$ cat src/rtl/cpu_pkg.sv
// Shared types and constants for the execute-stage front end.
// The optional condition-field register is present only when COND_EXEC_EN is defined.
package cpu_pkg;

  typedef enum logic [3:0] {
    COND_EQ = 4'b0000,
    COND_NE = 4'b0001,
    COND_CS = 4'b0010,
    COND_CC = 4'b0011,
    COND_MI = 4'b0100,
    COND_PL = 4'b0101,
    COND_VS = 4'b0110,
    COND_VC = 4'b0111,
    COND_HI = 4'b1000,
    COND_LS = 4'b1001,
    COND_GE = 4'b1010,
    COND_LT = 4'b1011,
    COND_GT = 4'b1100,
    COND_LE = 4'b1101,
    COND_AL = 4'b1110,
    COND_NV = 4'b1111
  } cond_e;

  localparam int unsigned FLAG_N = 3;
  localparam int unsigned FLAG_Z = 2;
  localparam int unsigned FLAG_C = 1;
  localparam int unsigned FLAG_V = 0;

  typedef struct packed {
    logic       valid;
    logic       reg_w;
    logic       mem_w;
    logic       mem_to_reg;
    logic       alu_src;
    logic       branch;
    logic [1:0] alu_ctrl;
    logic [1:0] flag_w;
`ifdef COND_EXEC_EN
    cond_e      cond;
`endif
  } idex_ctrl_t;

endpackage

$ cat src/rtl/cond_check.sv
// Combinational evaluation of a 4-bit condition field against NZCV flags.
module cond_check
  import cpu_pkg::*;
(
  input  logic [3:0] cond,
  input  logic [3:0] flags,
  output logic       cond_ok
);

  logic n, z, c, v;

  always_comb begin
    n = flags[FLAG_N];
    z = flags[FLAG_Z];
    c = flags[FLAG_C];
    v = flags[FLAG_V];
    cond_ok = 1'b1;
    case (cond_e'(cond))
      COND_EQ: cond_ok = z;
      COND_NE: cond_ok = !z;
      COND_CS: cond_ok = c;
      COND_CC: cond_ok = !c;
      COND_MI: cond_ok = n;
      COND_PL: cond_ok = !n;
      COND_VS: cond_ok = v;
      COND_VC: cond_ok = !v;
      COND_HI: cond_ok = c && !z;
      COND_LS: cond_ok = !c || z;
      COND_GE: cond_ok = (n == v);
      COND_LT: cond_ok = (n != v);
      COND_GT: cond_ok = !z && (n == v);
      COND_LE: cond_ok = z || (n != v);
      default: cond_ok = 1'b1;
    endcase
  end

endmodule

$ cat src/rtl/cond_exec_stage.sv
// ID/EX control register, NZCV flags register and condition-qualified control outputs.
// Define COND_EXEC_EN to enable condition evaluation; otherwise every valid instruction executes.
module cond_exec_stage
  import cpu_pkg::*;
#(
  parameter logic [3:0] RESET_FLAGS = 4'b0000
) (
  input  logic       clk,
  input  logic       rst,
  input  logic       stall,
  input  logic       flush,
  input  logic       d_valid,
  input  logic       d_reg_w,
  input  logic       d_mem_w,
  input  logic       d_mem_to_reg,
  input  logic       d_alu_src,
  input  logic       d_branch,
  input  logic [1:0] d_alu_ctrl,
  input  logic [1:0] d_flag_w,
  input  logic [3:0] d_cond,
  input  logic [3:0] alu_flags,
  output logic       e_valid,
  output logic       e_reg_w,
  output logic       e_mem_w,
  output logic       e_mem_to_reg,
  output logic       e_alu_src,
  output logic [1:0] e_alu_ctrl,
  output logic       e_pc_src,
  output logic       cond_ok,
  output logic [3:0] flags
);

  idex_ctrl_t ctrl_q, ctrl_d;
  logic [3:0] flags_q, flags_d;
  logic       flags_upd;

  always_comb begin
    ctrl_d = ctrl_q;
    if (flush) begin
      ctrl_d = '0;
    end else if (!stall) begin
      ctrl_d.valid      = d_valid;
      ctrl_d.reg_w      = d_reg_w;
      ctrl_d.mem_w      = d_mem_w;
      ctrl_d.mem_to_reg = d_mem_to_reg;
      ctrl_d.alu_src    = d_alu_src;
      ctrl_d.branch     = d_branch;
      ctrl_d.alu_ctrl   = d_alu_ctrl;
      ctrl_d.flag_w     = d_flag_w;
`ifdef COND_EXEC_EN
      ctrl_d.cond       = cond_e'(d_cond);
`endif
    end
  end

`ifdef COND_EXEC_EN
  cond_check u_cond_check (
    .cond    (ctrl_q.cond),
    .flags   (flags_q),
    .cond_ok (cond_ok)
  );
`else
  logic unused_cond;
  assign unused_cond = ^d_cond;
  assign cond_ok     = 1'b1;
`endif

  // The E-stage instruction leaves on a flush even when stalled, so it commits its flags then.
  always_comb begin
    flags_d   = flags_q;
    flags_upd = ctrl_q.valid && cond_ok && (!stall || flush);
    if (flags_upd) begin
      if (ctrl_q.flag_w[1]) begin
        flags_d[FLAG_N] = alu_flags[FLAG_N];
        flags_d[FLAG_Z] = alu_flags[FLAG_Z];
      end
      if (ctrl_q.flag_w[0]) begin
        flags_d[FLAG_C] = alu_flags[FLAG_C];
        flags_d[FLAG_V] = alu_flags[FLAG_V];
      end
    end
  end

  always_ff @(posedge clk or posedge rst) begin
    if (rst) begin
      ctrl_q  <= '0;
      flags_q <= RESET_FLAGS;
    end else begin
      ctrl_q  <= ctrl_d;
      flags_q <= flags_d;
    end
  end

  assign e_valid      = ctrl_q.valid;
  assign e_reg_w      = ctrl_q.valid && ctrl_q.reg_w && cond_ok;
  assign e_mem_w      = ctrl_q.valid && ctrl_q.mem_w && cond_ok;
  assign e_pc_src     = ctrl_q.valid && ctrl_q.branch && cond_ok;
  assign e_mem_to_reg = ctrl_q.mem_to_reg;
  assign e_alu_src    = ctrl_q.alu_src;
  assign e_alu_ctrl   = ctrl_q.alu_ctrl;
  assign flags        = flags_q;

endmodule

$ cat config.mk
export PLATFORM = sky130hd
export DESIGN_NAME = cond_exec_stage
export DESIGN_NICKNAME = d
export VERILOG_FILES = /design/src/rtl/cpu_pkg.sv /design/src/rtl/cond_check.sv /design/src/rtl/cond_exec_stage.sv
export SDC_FILE = /design/constraint.sdc
export NUM_CORES = 1
export LEC_CHECK = 0
export ABC_AREA = 1
export CAP_MARGIN = 20
export CORE_MARGIN = 2
export CORE_UTILIZATION = 40
export CTS_CLUSTER_DIAMETER = 150
export CTS_CLUSTER_SIZE = 10
export DETAILED_ROUTE_END_ITERATION = 10
export PLACE_DENSITY_LB_ADDON = 0.1
export SLEW_MARGIN = 20
export SYNTH_ARGS = -nofsm -noshare
export SYNTH_HDL_FRONTEND = slang
export SYNTH_HIERARCHICAL = 1
export SYNTH_SLANG_ARGS = --single-unit
$ cat constraint.sdc
create_clock -name clk -period 1.8 [get_ports clk]
set_input_delay 0.27 -clock clk [delete_from_list [all_inputs] [get_ports clk]]
set_output_delay 0.27 -clock clk [all_outputs]
set_load 0.02 [all_outputs]
==> results.rst, run 1 <==
.. list-table::
   :header-rows: 1

   * - Metric
     - Value
   * - Result of the run
     - finished, final reports clean
   * - Antenna diode count
     - 0
   * - Share of the yosys chip area belonging to registers
     - 52.1%
   * - Transition time of the tightest slew-check pin
     - 528 ps
   * - DIE HEIGHT
     - 45.0 µm
   * - Leakage power of the design
     - 0.000468 µW
   * - Post-route worst setup slack
     - 124 ps
   * - Kind of capture point of the worst setup path
     - output port
   * - Filler Cell Count
     - 164
   * - Iteration-0 DRC count of the detailed router
     - 16
   * - Maximum number of pins on one net before global-route repair
     - 15
   * - Synthesis-stage register bit count
     - 14
   * - Power density over the cells
     - 796 nW/µm²
   * - Count of max-cap constraint violations
     - 0
   * - Number of placement rows
     - 14
   * - Clock tree from TritonCTS
     - yes
   * - Post-Syn Area per Cell
     - 8.96 µm²
   * - Total non-filler cell area in the finished layout
     - 971 µm²
   * - Number of flip-flops under the largest register name
     - 5
   * - Worst min path class
     - in -> async
   * - Tightest slew margin relative to the limit
     - 64.8%
   * - HPWL Detailed
     - 991 µm
   * - Startpoint type of the worst setup path
     - register
   * - Cells after Synth
     - 75
   * - Worst setup path class
     - reg -> out
   * - Final clock period utilization by the worst path
     - 93.1%
   * - Starting utilization of the core area
     - 43.6%
   * - Pre-CTS worst setup slack
     - 322 ps
   * - Pins over their slew limit
     - 0
   * - Core Region
     - 1540 µm²
   * - Root buffer cell
     - sky130_fd_sc_hd__clkbuf_4
   * - Vias after detailed routing
     - 592
   * - Initial antenna violation count
     - 0
   * - Synth Net Count
     - 97
   * - DRC violations left
     - 0
   * - Resize count post-CTS
     - 0
   * - Residual overflow from global routing
     - 0
   * - RSZ-0062 raised after global routing
     - false
   * - Arrival time worst endpoint
     - 1410 ps
   * - Yosys warnings
     - 6
   * - Combined global-route utilization of all metal layers
     - 16.1%
   * - Total of buffers placed on input and output ports
     - 29
   * - Max Freq
     - 597 MHz
   * - Hold_buf cts
     - 0
   * - Largest register by flop count
     - ctrl_q
   * - Via-per-instance ratio
     - 4.97
   * - DRT antenna net count
     - 0
   * - Setup TNS
     - 0 ps
   * - Wire length of the first global-routing pass
     - 2.28 mm
   * - Die X-Extent
     - 45.0 µm
   * - Total detailed-routing wirelength
     - 1.35 mm
   * - Clock-pin transition on the worst setup and hold timing paths
     - 80 ps
   * - Clock latency on the worst-skew pair
     - 280 ps
   * - Data required time of the worst path
     - 1530 ps
   * - Final-report hold violation count
     - 0
   * - Clock sink count
     - 14
   * - Average wire per cell in the routed design
     - 11.3 µm
   * - Worst-case clock buffer depth
     - 2
   * - Cts bufs inserted
     - 3
   * - Number of iterations in the first detailed-routing pass
     - 4
   * - Buffers inserted by post-CTS timing repair
     - 0
   * - # nets final
     - 127
   * - Final GP Congestion
     - 0.674
   * - Io pins
     - 35
   * - Post-route clock skew
     - 0.118 ps
   * - Area enclosed by the die boundary
     - 2020 µm²
   * - Number of global-route vias before repair
     - 538
   * - Final setup violating endpoints
     - 0
   * - Synthesis-to-finish area growth
     - 44.5%
   * - Layout cell share with drive strength beyond 1
     - 18.4%
   * - Largest fanout of any net on the critical path
     - 6
   * - Total chip power
     - 773 µW
   * - Mapped cell area
     - 672 µm²
   * - Crit path time final
     - 1680 ps
   * - VDD IR max
     - 0.000606 V
   * - Number of levels the H-tree was split into
     - 1
   * - Cell area reported after detailed placement
     - 947 µm²
   * - Yosys cell types
     - 14
==> path summary, 6_finish.rpt <==
path                               start   endpoint  slack, ps  depth (start not counted)
worst max-delay path             e_valid    e_reg_w        120                          3
worst min-delay path                 rst  ctrl_q[4]        320                          2
worst max register to register   e_valid   flags[2]        900                          4
worst min register to register  flags[0]   flags[0]        470                          2
max in group asynchronous            rst    e_valid       1100                          2
min in group clk                flags[0]   flags[0]        470                          2
==> critical path, stage by stage (launching register included) <==
cell	delay, ps
sky130_fd_sc_hd__dfrtp_2	420
sky130_fd_sc_hd__nand2_1	70
sky130_fd_sc_hd__inv_1	50
sky130_fd_sc_hd__clkdlybuf4s50_1	590
==> synthesized netlist by cell type, drive strengths merged <==
master | number | area [µm²]
buf | 6 | 50.0
nand3 | 8 | 40.0
nor2 | 14 | 60.1
nand4 | 4 | 25.0
conb | 1 | 3.75
nand2 | 15 | 58.8
inv | 6 | 22.5
dfrtp | 14 | 350
o21ai | 7 | 61.3
==> cells in the final DEF (no fill, tap or decap), drive strengths merged <==
| master | synthesis | final |
|---|---|---|
| buf | 6 | 2 |
| clkbuf | 0 | 3 |
| clkdlybuf4s50 | 0 | 29 |
| conb | 1 | 1 |
| dfrtp | 14 | 14 |
| inv | 6 | 6 |
| nand2 | 15 | 15 |
| nand3 | 8 | 8 |
| nand4 | 4 | 4 |
| nor2 | 14 | 14 |
| o21ai | 7 | 7 |
==> area by class of cell <==
| class | count | area (µm²) | area share, % |
|---|---|---|---|
| Sequential cell | 14 | 352 | 36.2 |
| Timing Repair Buffer | 31 | 305 | 31.4 |
| Multi-Input combinational cell | 49 | 249 | 25.6 |
| Clock buffer | 3 | 22.5 | 2.32 |
| Inverter | 6 | 22.5 | 2.32 |
| Tap cell | 16 | 20.0 | 2.06 |
==> logic make-up after synthesis <==
logic type	count (synthesis)	synth area share, %
buf+inv	12	10.8
flops	14	52.1
simple gates	41	27.4
compound gates	7	9.12
other cells	1	0.558
==> report_power, final <==
part	switching [µW]	total [µW]	internal [µW]	leakage, µW
sequential	22.1	374	352	0.000180
combinational	109	223	114	0.000274
clock	98.1	176	77.7	0.0000138
==> layer usage <==
| layer | part of all wire [%] | global-route usage, % | wire length (µm) |
|---|---|---|---|
| met1 | 42 | 18.0 | 563 |
| met2 | 47 | 26.0 | 631 |
| met3 | 9.4 | 7.60 | 127 |
| met4 | 1.7 | 7.06 | 23 |
| met5 | 0 | 0 | 0 |
==> stage by stage <==
step	utilization (%)	instances	hold WS, ps
global route	63.0	119	389
CTS	62.9	119	333
global placement	61.4	116	454
detailed placement	61.4	116	457
floorplan	-	75	159
finish	63.0	119	318
No activity file was read; power rests on OpenSTA's default activity.
==> run 2: changes to the inputs <==
- CAP_MARGIN: 20 -> 10
- HOLD_SLACK_MARGIN: not set -> 0.05
==> results of run 2 <==
The final DEF is identical to that of run 1; final timing and power are the same.
==> run 3: changes to the inputs <==
- CORE_UTILIZATION: 40 -> 41
- MAX_ROUTING_LAYER: not set -> met4
==> run 3 against run 2 <==
  * Global-route usage rose by 2.0 points
  * Register-to-register slack is essentially flat
  * Clock skew up 3.2 ps
  * Setup slack got worse by 4.0 ps
  * Design area increased by 0.77%
  * Sequential power is essentially flat
  * Critical path depth stayed put
  * Total power rose by 0.33%
  * Final cell count grew 0.84%
  * Critical path type unchanged
  * Largest cell class unchanged
==> results.rst, run 3 (synthesis gave the netlist of run 1 again) <==
.. list-table::
   :header-rows: 1

   * - Metric
     - Value
   * - Result of the run
     - finished, final reports clean
   * - Post-route clock skew
     - 3.30 ps (+3.18 ps)
   * - Tightest slew margin relative to the limit
     - 64.0% (-0.78 points)
   * - Count of buffer and inverter cells on the critical path
     - 2 (unchanged)
   * - Largest register by flop count
     - ctrl_q
   * - Total non-filler cell area in the finished layout
     - 978 µm² (+0.77%)
   * - Max Freq
     - 595 MHz (-0.24%)
   * - Final setup violating endpoints
     - 0 (unchanged)
   * - HPWL Detailed
     - 1.01 mm (+2.1%)
   * - Area enclosed by the die boundary
     - 1980 µm² (-2.2%)
   * - Io pins
     - 35 (unchanged)
   * - Number of flip-flops under the largest register name
     - 5 (unchanged)
   * - Leakage power of the design
     - 0.000473 µW (+1.0%)
   * - Cts bufs inserted
     - 3 (unchanged)
   * - Setup TNS
     - 0 ps (unchanged)
   * - Kind of capture point of the worst setup path
     - output port
   * - Comb pwr share
     - 29.2% (+0.4 points)
   * - Slowest CP cell
     - sky130_fd_sc_hd__clkdlybuf4s50_1
   * - Switch Pwr
     - 230 µW (+0.57%)
   * - Worst setup path class
     - reg -> out
   * - Maximum number of pins on one net before global-route repair
     - 15 (unchanged)
   * - Worst-case clock buffer depth
     - 2 (unchanged)
   * - Worst path cell trace
     - nand2_1 > inv_1 > clkdlybuf4s50_1
   * - Power density over the cells
     - 792 nW/µm² (-0.44%)
   * - Antenna diode count
     - 0 (unchanged)
   * - Die X-Extent
     - 44.5 µm (-1.1%)
   * - Combined global-route utilization of all metal layers
     - 18.1% (+2.0 points)
   * - Cell area reported after detailed placement
     - 947 µm² (unchanged)
   * - Clk network pwr share
     - 22.5% (-0.3 points)
   * - Average wire per cell in the routed design
     - 11.7 µm (+3.8%)
   * - Switching share of total power
     - 29.7% (+0.068 points)
   * - Part of the total power dissipated in sequential elements
     - 48.3% (about the same)
   * - DIE HEIGHT
     - 44.5 µm (-1.1%)
   * - Arrival time worst endpoint
     - 1410 ps (about the same)
   * - Root buffer cell
     - sky130_fd_sc_hd__clkbuf_4
   * - Wire length of the first global-routing pass
     - 2.42 mm (+6.1%)
   * - Synthesis-to-finish area growth
     - 45.6%
   * - Count of max-cap constraint violations
     - 0 (unchanged)
   * - Total detailed-routing wirelength
     - 1.41 mm (+4.7%)
   * - Data required time of the worst path
     - 1530 ps (about the same)
   * - Top delay family on crit path
     - buffers and inverters
   * - Number of levels the H-tree was split into
     - 1 (unchanged)
   * - Most common cell after layout, fill and taps aside
     - sky130_fd_sc_hd__clkdlybuf4s50_1
   * - Starting utilization of the core area
     - 44.1% (+0.50 points)
   * - Worst min path class
     - in -> async
   * - Startpoint type of the worst setup path
     - register
   * - Filler Cell Count
     - 143 (-13%)
   * - Largest fanout of any net on the critical path
     - 6 (unchanged)
   * - # nets final
     - 128 (+0.79%)
   * - Cell-internal power
     - 545 µW (+0.24%)
   * - VDD IR max
     - 0.000413 V (-32%)
   * - RSZ-0062 raised after global routing
     - false
   * - DRT antenna net count
     - 0 (unchanged)
   * - Layout cell share with drive strength beyond 1
     - 19.2% (+0.78 points)
   * - Residual overflow from global routing
     - 0 (unchanged)
   * - Transition time of the tightest slew-check pin
     - 539 ps (+11.7 ps)
   * - Final clock period utilization by the worst path
     - 93.3% (+0.22 points)
   * - Clock tree from TritonCTS
     - yes
   * - Total of buffers placed on input and output ports
     - 29 (unchanged)
   * - Clock sink count
     - 14 (unchanged)
   * - Clock latency on the worst-skew pair
     - 270 ps (about the same)
   * - DRC violations left
     - 0 (unchanged)
   * - Clock-pin transition on the worst setup and hold timing paths
     - 80 ps (about the same)
   * - Core Region
     - 1520 µm² (-1.1%)
   * - Number of iterations in the first detailed-routing pass
     - 4 (unchanged)
   * - Number of placement rows
     - 14 (unchanged)
   * - Most frequent cells in the layout
     - sky130_fd_sc_hd__clkdlybuf4s50_1, sky130_fd_sc_hd__nand2_1, sky130_fd_sc_hd__dfrtp_1
   * - Initial antenna violation count
     - 0 (unchanged)
   * - Via-per-instance ratio
     - 5.05 (+1.5%)
   * - Iteration-0 DRC count of the detailed router
     - 12 (-4)
   * - Pins over their slew limit
     - 0 (unchanged)
   * - Vias after detailed routing
     - 606 (+2.4%)
   * - Max incr delay on CP
     - 590 ps (about the same)
   * - Number of global-route vias before repair
     - 564 (+4.8%)
   * - Final-report hold violation count
     - 0 (unchanged)
   * - Final GP Congestion
     - 0.763 (+13%)
   * - Crit path time final
     - 1680 ps (+3.99 ps)
   * - End-of-flow core utilization
     - 64.2% (+1.2 points)
   * - Hold_buf cts
     - 0 (unchanged)
   * - Worst hold slack after final layout
     - 338 ps (+19.7 ps)
==> run 3: what timing repair did <==
| action | 4_1_cts | 5_1_grt |
|---|---|---|
| pin swaps | 0 | 0 |
| resized for setup | 1 | 0 |
| setup endpoints to repair | 3 | 3 |
| hold endpoints to repair | 0 | 0 |
| setup buffers | 0 | 1 |
==> run 3: cell type report <==
cell class / instances / area, µm² / share of cell area (%)
inverters: 6 / 22.5 / 2.30
well taps: 16 / 20.0 / 2.05
clock buffers: 3 / 22.5 / 2.30
repair buffers: 32 / 313 / 32.0
flip-flops and latches: 14 / 352 / 35.9
multi-input cells: 49 / 249 / 25.4
==> run 3: worst reg2reg max path, stage by stage (launching register included) <==
cell and delay [ps]:
sky130_fd_sc_hd__dfrtp_2 420, sky130_fd_sc_hd__buf_4 160, sky130_fd_sc_hd__nand3_1 90, sky130_fd_sc_hd__nand2_1 70, sky130_fd_sc_hd__nand2_1 50
==> run 3: final timing paths <==
path / from / endpoint / slack, ps / cells past startpoint
max: e_valid / e_reg_w / 120 / 3
min: rst / flags[1] / 340 / 2
max reg2reg: e_valid / flags[0] / 900 / 4
min reg2reg: flags[3] / flags[3] / 480 / 2
max in group asynchronous: rst / e_valid / 1080 / 2
min in group clk: flags[3] / flags[3] / 480 / 2
==> run 3: layer usage <==
layer | vias up | global-route usage (%) | part of all wire (%)
li1 | 296 | - | -
met4 | 0 | 10.9 | 1.3
met5 | - | - | 0
met2 | 21 | 28.1 | 53
met3 | 2 | 6.12 | 6.4
met1 | 287 | 19.8 | 40
==> run 3: power by group through the flow <==
stage	sequential (µW)	combinational, µW	clock [µW]
CTS	377	224	184
global placement	381	221	0
global route	379	248	200
finish	375	226	175
floorplan	413	81.0	0
detailed placement	383	224	0
==> run 3: per-stage QoR <==
stage | cells | total power (µW) | worst slack (ps)
after CTS | 119 | 786 | 25.2
after floorplan | 75 | 494 | 689
after global placement | 116 | 602 | 257
final | 120 | 775 | 120
after global routing | 120 | 828 | 48.4
after detailed placement | 116 | 607 | 237
